==> src/rtl/fetch_pkg.sv <==
// fetch_pkg: shared types and constants for the instruction-fetch sequencer.
//   fetch_state_e    : sequencer states (IDLE / WAIT / UPDATE)
//   INSTR_BYTES      : PC increment per sequential fetch
//   DEFAULT_RESET_PC : default fetch address after reset
//   TIMEOUT_CNT_W    : minimum width of the fetch watchdog counter
package fetch_pkg;

   typedef enum logic [1:0] {
      IDLE   = 2'd0,
      WAIT   = 2'd1,
      UPDATE = 2'd2
   } fetch_state_e;

   localparam int          INSTR_BYTES      = 4;
   localparam logic [31:0] DEFAULT_RESET_PC = 32'h0;
   localparam int          TIMEOUT_CNT_W    = 8;

endpackage

==> src/rtl/fetch_timeout.sv <==
// fetch_timeout: watchdog for an outstanding instruction-memory request.
// Counts WAIT cycles that have the request raised. When the count reaches
// TIMEOUT_CYCLES it raises a sticky error, and drops the request for exactly
// one cycle so that memory sees a fresh request at the same address.
// Only instantiated when FETCH_TIMEOUT_EN is defined.
// Ports:
//   clk_i, rst_i : clock, synchronous active-high reset
//   wait_i       : sequencer is in WAIT
//   ack_i        : request accepted by memory this cycle
//   drop_o       : suppress mem_req_o this cycle
//   err_o        : sticky timeout flag
module fetch_timeout
   import fetch_pkg::*;
#(
   parameter int TIMEOUT_CYCLES = 255
) (
   input  logic clk_i,
   input  logic rst_i,
   input  logic wait_i,
   input  logic ack_i,
   output logic drop_o,
   output logic err_o
);

   localparam int CNT_W = ($clog2(TIMEOUT_CYCLES + 1) > TIMEOUT_CNT_W) ?
                          $clog2(TIMEOUT_CYCLES + 1) : TIMEOUT_CNT_W;
   localparam logic [CNT_W-1:0] LAST = CNT_W'(TIMEOUT_CYCLES - 1);

   logic [CNT_W-1:0] cnt_q, cnt_d;
   logic             drop_q, drop_d;
   logic             err_q, err_d;

   always_comb begin
      cnt_d  = cnt_q;
      drop_d = 1'b0;
      err_d  = err_q;
      if (!wait_i || drop_q || ack_i) begin
         cnt_d = '0;
      end else if (cnt_q == LAST) begin
         cnt_d  = '0;
         drop_d = 1'b1;
         err_d  = 1'b1;
      end else begin
         cnt_d = cnt_q + CNT_W'(1);
      end
   end

   always_ff @(posedge clk_i) begin
      if (rst_i) begin
         cnt_q  <= '0;
         drop_q <= 1'b0;
         err_q  <= 1'b0;
      end else begin
         cnt_q  <= cnt_d;
         drop_q <= drop_d;
         err_q  <= err_d;
      end
   end

   assign drop_o = drop_q;
   assign err_o  = err_q;

endmodule

==> src/rtl/fetch_ctrl.sv <==
// fetch_ctrl: instruction-fetch sequencer between the PC register and IF/ID.
// Takes the current PC, runs a req/ack fetch, hands the instruction to IF/ID
// and produces the PC register's next value and enable. Branch redirects
// arriving mid-fetch are remembered (newest wins) and the in-flight
// instruction is discarded; hazard stalls hold the delivered instruction.
// Optional macro FETCH_TIMEOUT_EN adds a fetch watchdog (fetch_timeout).
//
// state  | meaning
// IDLE   | not fetching; waits for start_i, then latches pc_i
// WAIT   | request outstanding at addr_q until mem_ack_i
// UPDATE | instruction presented; advances PC unless stalled
//
// Ports:
//   clk_i, rst_i               : clock, synchronous active-high reset
//   start_i                    : CPU run enable
//   pc_i                       : current PC from the PC register
//   stall_i                    : hazard stall, holds the instruction
//   branch_i, branch_addr_i    : redirect pulse and target
//   mem_req_o, mem_addr_o      : instruction-memory request/address
//   mem_ack_i, mem_data_i      : completion and instruction data
//   pc_next_o, pc_enable_o     : PC register next value and enable
//   instr_o, instr_valid_o     : instruction to IF/ID and its valid
//   err_o                      : sticky fetch-timeout flag
module fetch_ctrl
   import fetch_pkg::*;
#(
   parameter int                ADDR_W         = 32,
   parameter int                INSTR_W        = 32,
   parameter logic [ADDR_W-1:0] RESET_PC       = ADDR_W'(DEFAULT_RESET_PC),
   parameter int                TIMEOUT_CYCLES = 255
) (
   input  logic               clk_i,
   input  logic               rst_i,
   input  logic               start_i,
   input  logic [ADDR_W-1:0]  pc_i,
   input  logic               stall_i,
   input  logic               branch_i,
   input  logic [ADDR_W-1:0]  branch_addr_i,
   output logic               mem_req_o,
   output logic [ADDR_W-1:0]  mem_addr_o,
   input  logic               mem_ack_i,
   input  logic [INSTR_W-1:0] mem_data_i,
   output logic [ADDR_W-1:0]  pc_next_o,
   output logic               pc_enable_o,
   output logic [INSTR_W-1:0] instr_o,
   output logic               instr_valid_o,
   output logic               err_o
);

   fetch_state_e       state_q, state_d;
   logic [ADDR_W-1:0]  addr_q;
   logic [ADDR_W-1:0]  target_q;
   logic               redirect_q;
   logic [INSTR_W-1:0] instr_q;
   logic [ADDR_W-1:0]  addr_inc;
   logic               ack_take;
   logic               req_drop;

   // Natural modulo-2^ADDR_W wrap on the sequential increment.
   assign addr_inc = addr_q + ADDR_W'(INSTR_BYTES);
   // An ack only counts while the request is actually raised.
   assign ack_take = mem_ack_i & mem_req_o;

`ifdef FETCH_TIMEOUT_EN
   fetch_timeout #(
      .TIMEOUT_CYCLES(TIMEOUT_CYCLES)
   ) u_timeout (
      .clk_i  (clk_i),
      .rst_i  (rst_i),
      .wait_i (state_q == WAIT),
      .ack_i  (ack_take),
      .drop_o (req_drop),
      .err_o  (err_o)
   );
`else
   // Watchdog absent: the timeout limit has no effect in this build.
   logic unused_timeout_cfg;
   assign unused_timeout_cfg = (TIMEOUT_CYCLES != 0);
   assign req_drop = 1'b0;
   assign err_o    = 1'b0;
`endif

   always_ff @(posedge clk_i) begin
      if (rst_i) begin
         state_q <= IDLE;
      end else begin
         state_q <= state_d;
      end
   end

   always_comb begin
      state_d = state_q;
      case (state_q)
         IDLE:    if (start_i) state_d = WAIT;
         WAIT:    if (ack_take) state_d = UPDATE;
         UPDATE:  if (pc_enable_o) state_d = start_i ? WAIT : IDLE;
         default: state_d = IDLE;
      endcase
   end

   always_comb begin
      mem_req_o     = 1'b0;
      pc_enable_o   = 1'b0;
      instr_valid_o = 1'b0;
      pc_next_o     = addr_q;
      case (state_q)
         WAIT: mem_req_o = ~req_drop;
         UPDATE: begin
            // A branch in this cycle beats both the stall and any earlier redirect.
            instr_valid_o = ~redirect_q & ~branch_i;
            pc_enable_o   = branch_i | ~stall_i;
            if (branch_i) begin
               pc_next_o = branch_addr_i;
            end else if (redirect_q) begin
               pc_next_o = target_q;
            end else begin
               pc_next_o = addr_inc;
            end
         end
         default: ;
      endcase
   end

   always_ff @(posedge clk_i) begin
      if (rst_i) begin
         addr_q     <= RESET_PC;
         target_q   <= RESET_PC;
         redirect_q <= 1'b0;
         instr_q    <= '0;
      end else begin
         case (state_q)
            IDLE: if (start_i) addr_q <= pc_i;
            WAIT: begin
               if (ack_take) instr_q <= mem_data_i;
               if (branch_i) begin
                  redirect_q <= 1'b1;
                  target_q   <= branch_addr_i;
               end
            end
            UPDATE: if (pc_enable_o) begin
               addr_q     <= pc_next_o;
               redirect_q <= 1'b0;
            end
            default: ;
         endcase
      end
   end

   assign mem_addr_o = addr_q;
   assign instr_o    = instr_q;

endmodule

==> config.mk <==
export PLATFORM = sky130hd
export DESIGN_NAME = fetch_ctrl
export DESIGN_NICKNAME = d
export VERILOG_FILES = /design/src/rtl/fetch_pkg.sv /design/src/rtl/fetch_timeout.sv /design/src/rtl/fetch_ctrl.sv
export SDC_FILE = /design/constraint.sdc
export NUM_CORES = 1
export LEC_CHECK = 0
export CAP_MARGIN = 20
export CORE_ASPECT_RATIO = 1.5
export CORE_MARGIN = 1
export CORE_UTILIZATION = 41
export CTS_CLUSTER_SIZE = 12
export DETAILED_ROUTE_END_ITERATION = 16
export PLACE_DENSITY = 0.78
export SETUP_SLACK_MARGIN = 0.02
export SLEW_MARGIN = 5
export SYNTH_ARGS = -nofsm -noshare
export SYNTH_HDL_FRONTEND = slang
export SYNTH_HIERARCHICAL = 1
export SYNTH_SLANG_ARGS = --single-unit
export TNS_END_PERCENT = 5
==> constraint.sdc <==
create_clock -name clk_i -period 3.1 [get_ports clk_i]
set_input_delay 0.93 -clock clk_i [delete_from_list [all_inputs] [get_ports clk_i]]
set_output_delay 0.93 -clock clk_i [all_outputs]
set_load 0.01 [all_outputs]
# Word level (Yosys, flattened, before mapping)
# Index checks and enable logic that the tools add are counted.
[word_totals]
wordCells = 43
output_inout_bits = 100
regBits = 99
inputBits = 102
[op_classes]
n_reduce_logical = 8
n_bitwise = 6
n_eq_ne = 6
n_addsub = 1
mux = 17
[ops]
columns = ["op", "count"]
rows = [
  ["$mux 32", 5],
  ["$pmux 32 s2", 1],
  ["$add 32x3->32 const B", 1],
  ["$reduce_and 3->1", 3],
  ["$ne 2x2->1 const B", 4],
  ["$mux 1", 6],
  ["$mux 2", 3],
  ["$pmux 2 s3", 1],
  ["$reduce_and 2->1", 2],
  ["$reduce_bool 2->1", 2],
  ["$not 1->1", 3],
  ["$and 1x1->1", 2],
  ["$eq 2x1->1 const B", 1],
  ["$eq 2x2->1 const B", 1],
  ["$logic_not 2->1", 1],
  ["$pmux 1 s2", 1],
  ["$or 1x1->1", 1],
]

# Longest topological paths before layout
[depth]
ltp_word = 6
mapped_depth = 8
depth_no_buf = 7

# Least setup slack after synthesis
# Ideal clock, no wire load.
[synth_timing]
path_type = "register to output"
startpoint = "reg addr_q[4], in the netlist mem_addr_o[4]"
endpoint = "out pc_next_o[31]"
t_required_ns = 2.170
slack_ns = -0.016
arrival_time_ns = 2.186
path_buffers = 0
stages_incl_launch_ff = 7
cell_sequence = "dfxtp_1 > nand4_1 > or4_4 > or4_4 > o22ai_2 > a21oi_1 > or2_1"
[synth_via]
elab_chain_cells = 4
[synth_lines]
columns = ["item", "line", "rtl"]
rows = [
  ["start, declared", "fetch_ctrl.sv:51", "logic [ADDR_W-1:0] addr_q;"],
  ["start signal, assigned", "fetch_ctrl.sv:132", "IDLE: if (start_i) addr_q <= pc_i;"],
  ["start signal, assigned", "fetch_ctrl.sv:141", "addr_q <= pc_next_o;"],
  ["$add 32x3->32", "fetch_ctrl.sv:60", "assign addr_inc = addr_q + ADDR_W'(INSTR_BYTES);"],
  ["$mux 32", "fetch_ctrl.sv:114", "end else if (redirect_q) begin"],
  ["$mux 32", "fetch_ctrl.sv:112", "if (branch_i) begin"],
  ["$mux 32", "fetch_ctrl.sv:106", "case (state_q)"],
  ["end, declared", "fetch_ctrl.sv:43", "output logic [ADDR_W-1:0] pc_next_o,"],
]
# No other way between the ends.

# Final worst setup path
[layout_timing]
startpoint = "reg addr_q[16], in the netlist mem_addr_o[16]"
endpoint = "out pc_next_o[31]"
# Same word-level chain as after synthesis.

==> impl_metrics.csv <==
group,metric,value,unit
grt,grt_first_pass_wirelength,31800,µm
setup_path,critPathKind,"reg -> out",
placement,place_hpwl,14900,µm
sta,maxSlewViolCount,0,
logic_synthesis,ys_seq_elements,99,
grt,grtUsageTotal,30.1,%
detailed_routing,first_pass_iters,5,
power,max-vdd-ir-drop,321,µV
flow_run,cap_violations,0,
detailed_routing,drc,0,
logic_synthesis,synth_area_leaders,"dfxtp_1, nand2_1, a21oi_1, nor2_1, o21ai_0",
power,powerDensity,400,mW/mm²
clock_network,clock-sinks,99,
sta,timing.slew.headroom,55.7,%
sta,worst_slack,-0.389,ns
finish,area_growth,61.4,%
status,failed_checks,"negative setup slack",
setup_path,slowest_delay,0.60,ns
floorplan,core-area,0.0130,mm²
finish,drive_gt1_share,20.1,%
clock_network,root_buffer,"clkbuf_16",
floorplan,io_pins,202,
setup_path,cp_slowest_cell,"or4_4",
setup_path,critPathCaptureType,"output pin",
setup_path,cp_common_cell,"or4_4",
logic_synthesis,yosys_warnings,6,
sta,finalHoldViolCount,0,
clock_network,clockBufferDepth,2,
finish,fillers,1116,
finish,nNetsFinal,1159,
logic_synthesis,synth_area,0.00545,mm²
detailed_routing,viasPerCell,5.65,
placement,io_buffers,200,
setup_path,cp_cell_sequence,"nand4_1, or4_4, or4_4, o22ai_4, a21oi_2, or2_1, buf_2",
logic_synthesis,syn_nets,895,
logic_synthesis,synthFlopType,"dfxtp_1",
logic_synthesis,synthCells,792,
floorplan,die-area,0.0138,mm²
detailed_routing,vias,6897,
detailed_routing,antenna_left,0,
placement,dpl-instance-area,0.00834,mm²
clock_network,clk_pin_slew,0.07,ns
sta,rsz0062_at_grt,"yes",
sta,period_minus_slack,3.49,ns
sta,finalSetupTns,-2.79,ns
logic_synthesis,synth.most_common_cell,"nand2_1",
clock_network,cts_buffers,9,
sta,post-route-period-util,113,%
logic_synthesis,ys_seq_area_share,36.4,%
setup_path,worst_ep_required_time,2.17,ns
logic_synthesis,syn_avg_cell_area,6.88,µm²
floorplan,die_y,143,µm
sta,setup_viol,17,
grt,grt_max_degree,34,
clock_network,clk_latency,0.35,ns
logic_synthesis,synthTopCellsByCount,"nand2_1, a21oi_1, dfxtp_1, nor2_1, clkbuf_1",
floorplan,rows,51,
placement,place.gp.congestion,0.884,
setup_path,path_max_fanout,3,
finish,n_antenna_cell,0,
setup_path,critPathLaunchType,"flip-flop",
logic_synthesis,post-synth-top-area-cell,"dfxtp_1",
power,p_leak,0.00344,µW
clock_network,htreeDepth,3,
clock_network,cts_tree,"yes",
detailed_routing,wl_per_cell,17.0,µm
grt,overflow,0,
detailed_routing,drtIter0Drc,430,
grt,grt_pass1_vias,6711,
grt,antenna_found_initial,0,
sta,timing.fmax,287,MHz
floorplan,initial_core_util,42.1,%
min_path,worstHoldPathCells,2,
setup_path,crit_arrival,2.56,ns
min_path,min_path_type,"reg -> reg",
floorplan,die_width,96.1,µm
finish,fin_area,0.00879,mm²
logic_synthesis,yosysUniqueCellTypes,58,
logic_synthesis,yosysTopAreaCellShare,36.4,%
status,outcome,"finished with violations",
sta,fin_skew,0.0121,ns
setup_path,r2r_cells,8,
setup_path,path_buf_inv,1,
detailed_routing,wirelength,20800,µm
setup_path,path_depth,7,
sta,worst_pin_slew,0.663,ns
setup_path,cpLargestDelayFamily,"simple AND/OR/NAND/NOR gates",
logic_synthesis,synth_edf_count,0,
logic_synthesis,async_reset_ff_share,0,%
==> cell usage in the layout, fill, tap and decap left out, types with 9 or more instances in the layout <==
cell type          n
nand2_1          197
nand3_1           18
nor2_1            68
clkbuf_16          9
o211ai_1          13
o21ai_0           39
clkdlybuf4s50_1  165
a21oi_1          119
clkdlybuf4s15_2    9
xnor2_1            9
buf_4            104
o21a_1             9
dfxtp_1           88
dfxtp_2            9
==> power by group <==
group	internal, µW	switching [µW]	leakage (µW)
sequential	1350	58.0	0.000814
clock	566	500	0.000133
combinational	528	512	0.00249
total	2450	1070	0.00344
==> stage by stage <==
stage / setup slack, ns / total power (µW) / std cells / util (%) / hold WS (ns)
2_1_floorplan: 0.0209 / 1870 / 792 / - / 0.432
4_1_cts: -0.445 / 3520 / 1219 / 67.4 / 0.455
3_5_place_dp: -0.458 / 2480 / 1199 / 64.4 / 0.446
6_report: -0.389 / 3520 / 1220 / 67.9 / 0.451
5_1_grt: -0.420 / 3670 / 1220 / 67.9 / 0.465
3_3_place_gp: -0.436 / 2460 / 1199 / 64.4 / 0.438
==> path summary, 6_finish.rpt <==
kind / start / to / slack (ns)
max reg2reg: mem_addr_o[16] / mem_addr_o[31] / 0.80
min: instr_o[6] / instr_o[6] / 0.45
max: mem_addr_o[16] / pc_next_o[31] / -0.39
min reg2reg: instr_o[6] / instr_o[6] / 0.45
==> cells by family after synthesis <==
| group | share of synthesized area (%) |
|---|---|
| AO/OA/AOI/OAI | 27.6 |
| XOR/XNOR | 2.09 |
| adder cells (fa/ha/maj) | 0.230 |
| buffers and inverters | 5.03 |
| flip-flops | 36.4 |
| multiplexers | 0.919 |
| other | 0.0688 |
| AND/OR/NAND/NOR | 27.7 |
==> per-layer routing <==
layer / wire [µm] / GRT usage (%) / vias to the layer above / part of all wire, %
met3: 1700 / 6.76 / 88 / 8.2
met2: 10500 / 53.5 / 338 / 51
met4: 1110 / 19.7 / 0 / 5.3
met5: 0 / 0 / - / 0
li1: - / - / 3281 / -
met1: 7440 / 30.9 / 3190 / 36
==> repair_timing <==
action                                  in CTS  in global routing
endpoints found under the hold margin        0                  0
gates resized for setup                    105                 41
endpoints found under the setup margin      33                 32
hold buffers                                 0                  0
pin swaps                                   17                 11
setup buffers                                4                  1
==> final cells by class <==
class	instances	area, µm²	share of cell area, %
Clock buffer	12	246	2.80
Timing Repair Buffer	315	2900	33.0
Tap cell	159	199	2.26
Inverter	9	33.8	0.384
Multi-Input combinational cell	622	3380	38.5
Clock inverter	4	26.3	0.299
Sequential cell	99	2000	22.8
==> flip-flops by register name (all words and copies together), names as in the netlist <==
name / cells
target_q: 32
instr_o: 32
redirect_q: 1
state_q: 2
mem_addr_o: 32
==> tightest hold or removal path: stages (launching register included) <==
cell     delay [ns]
dfxtp_1        0.31
nand2_1        0.05
a21oi_1        0.05
Power figures use the tool's default switching activity.
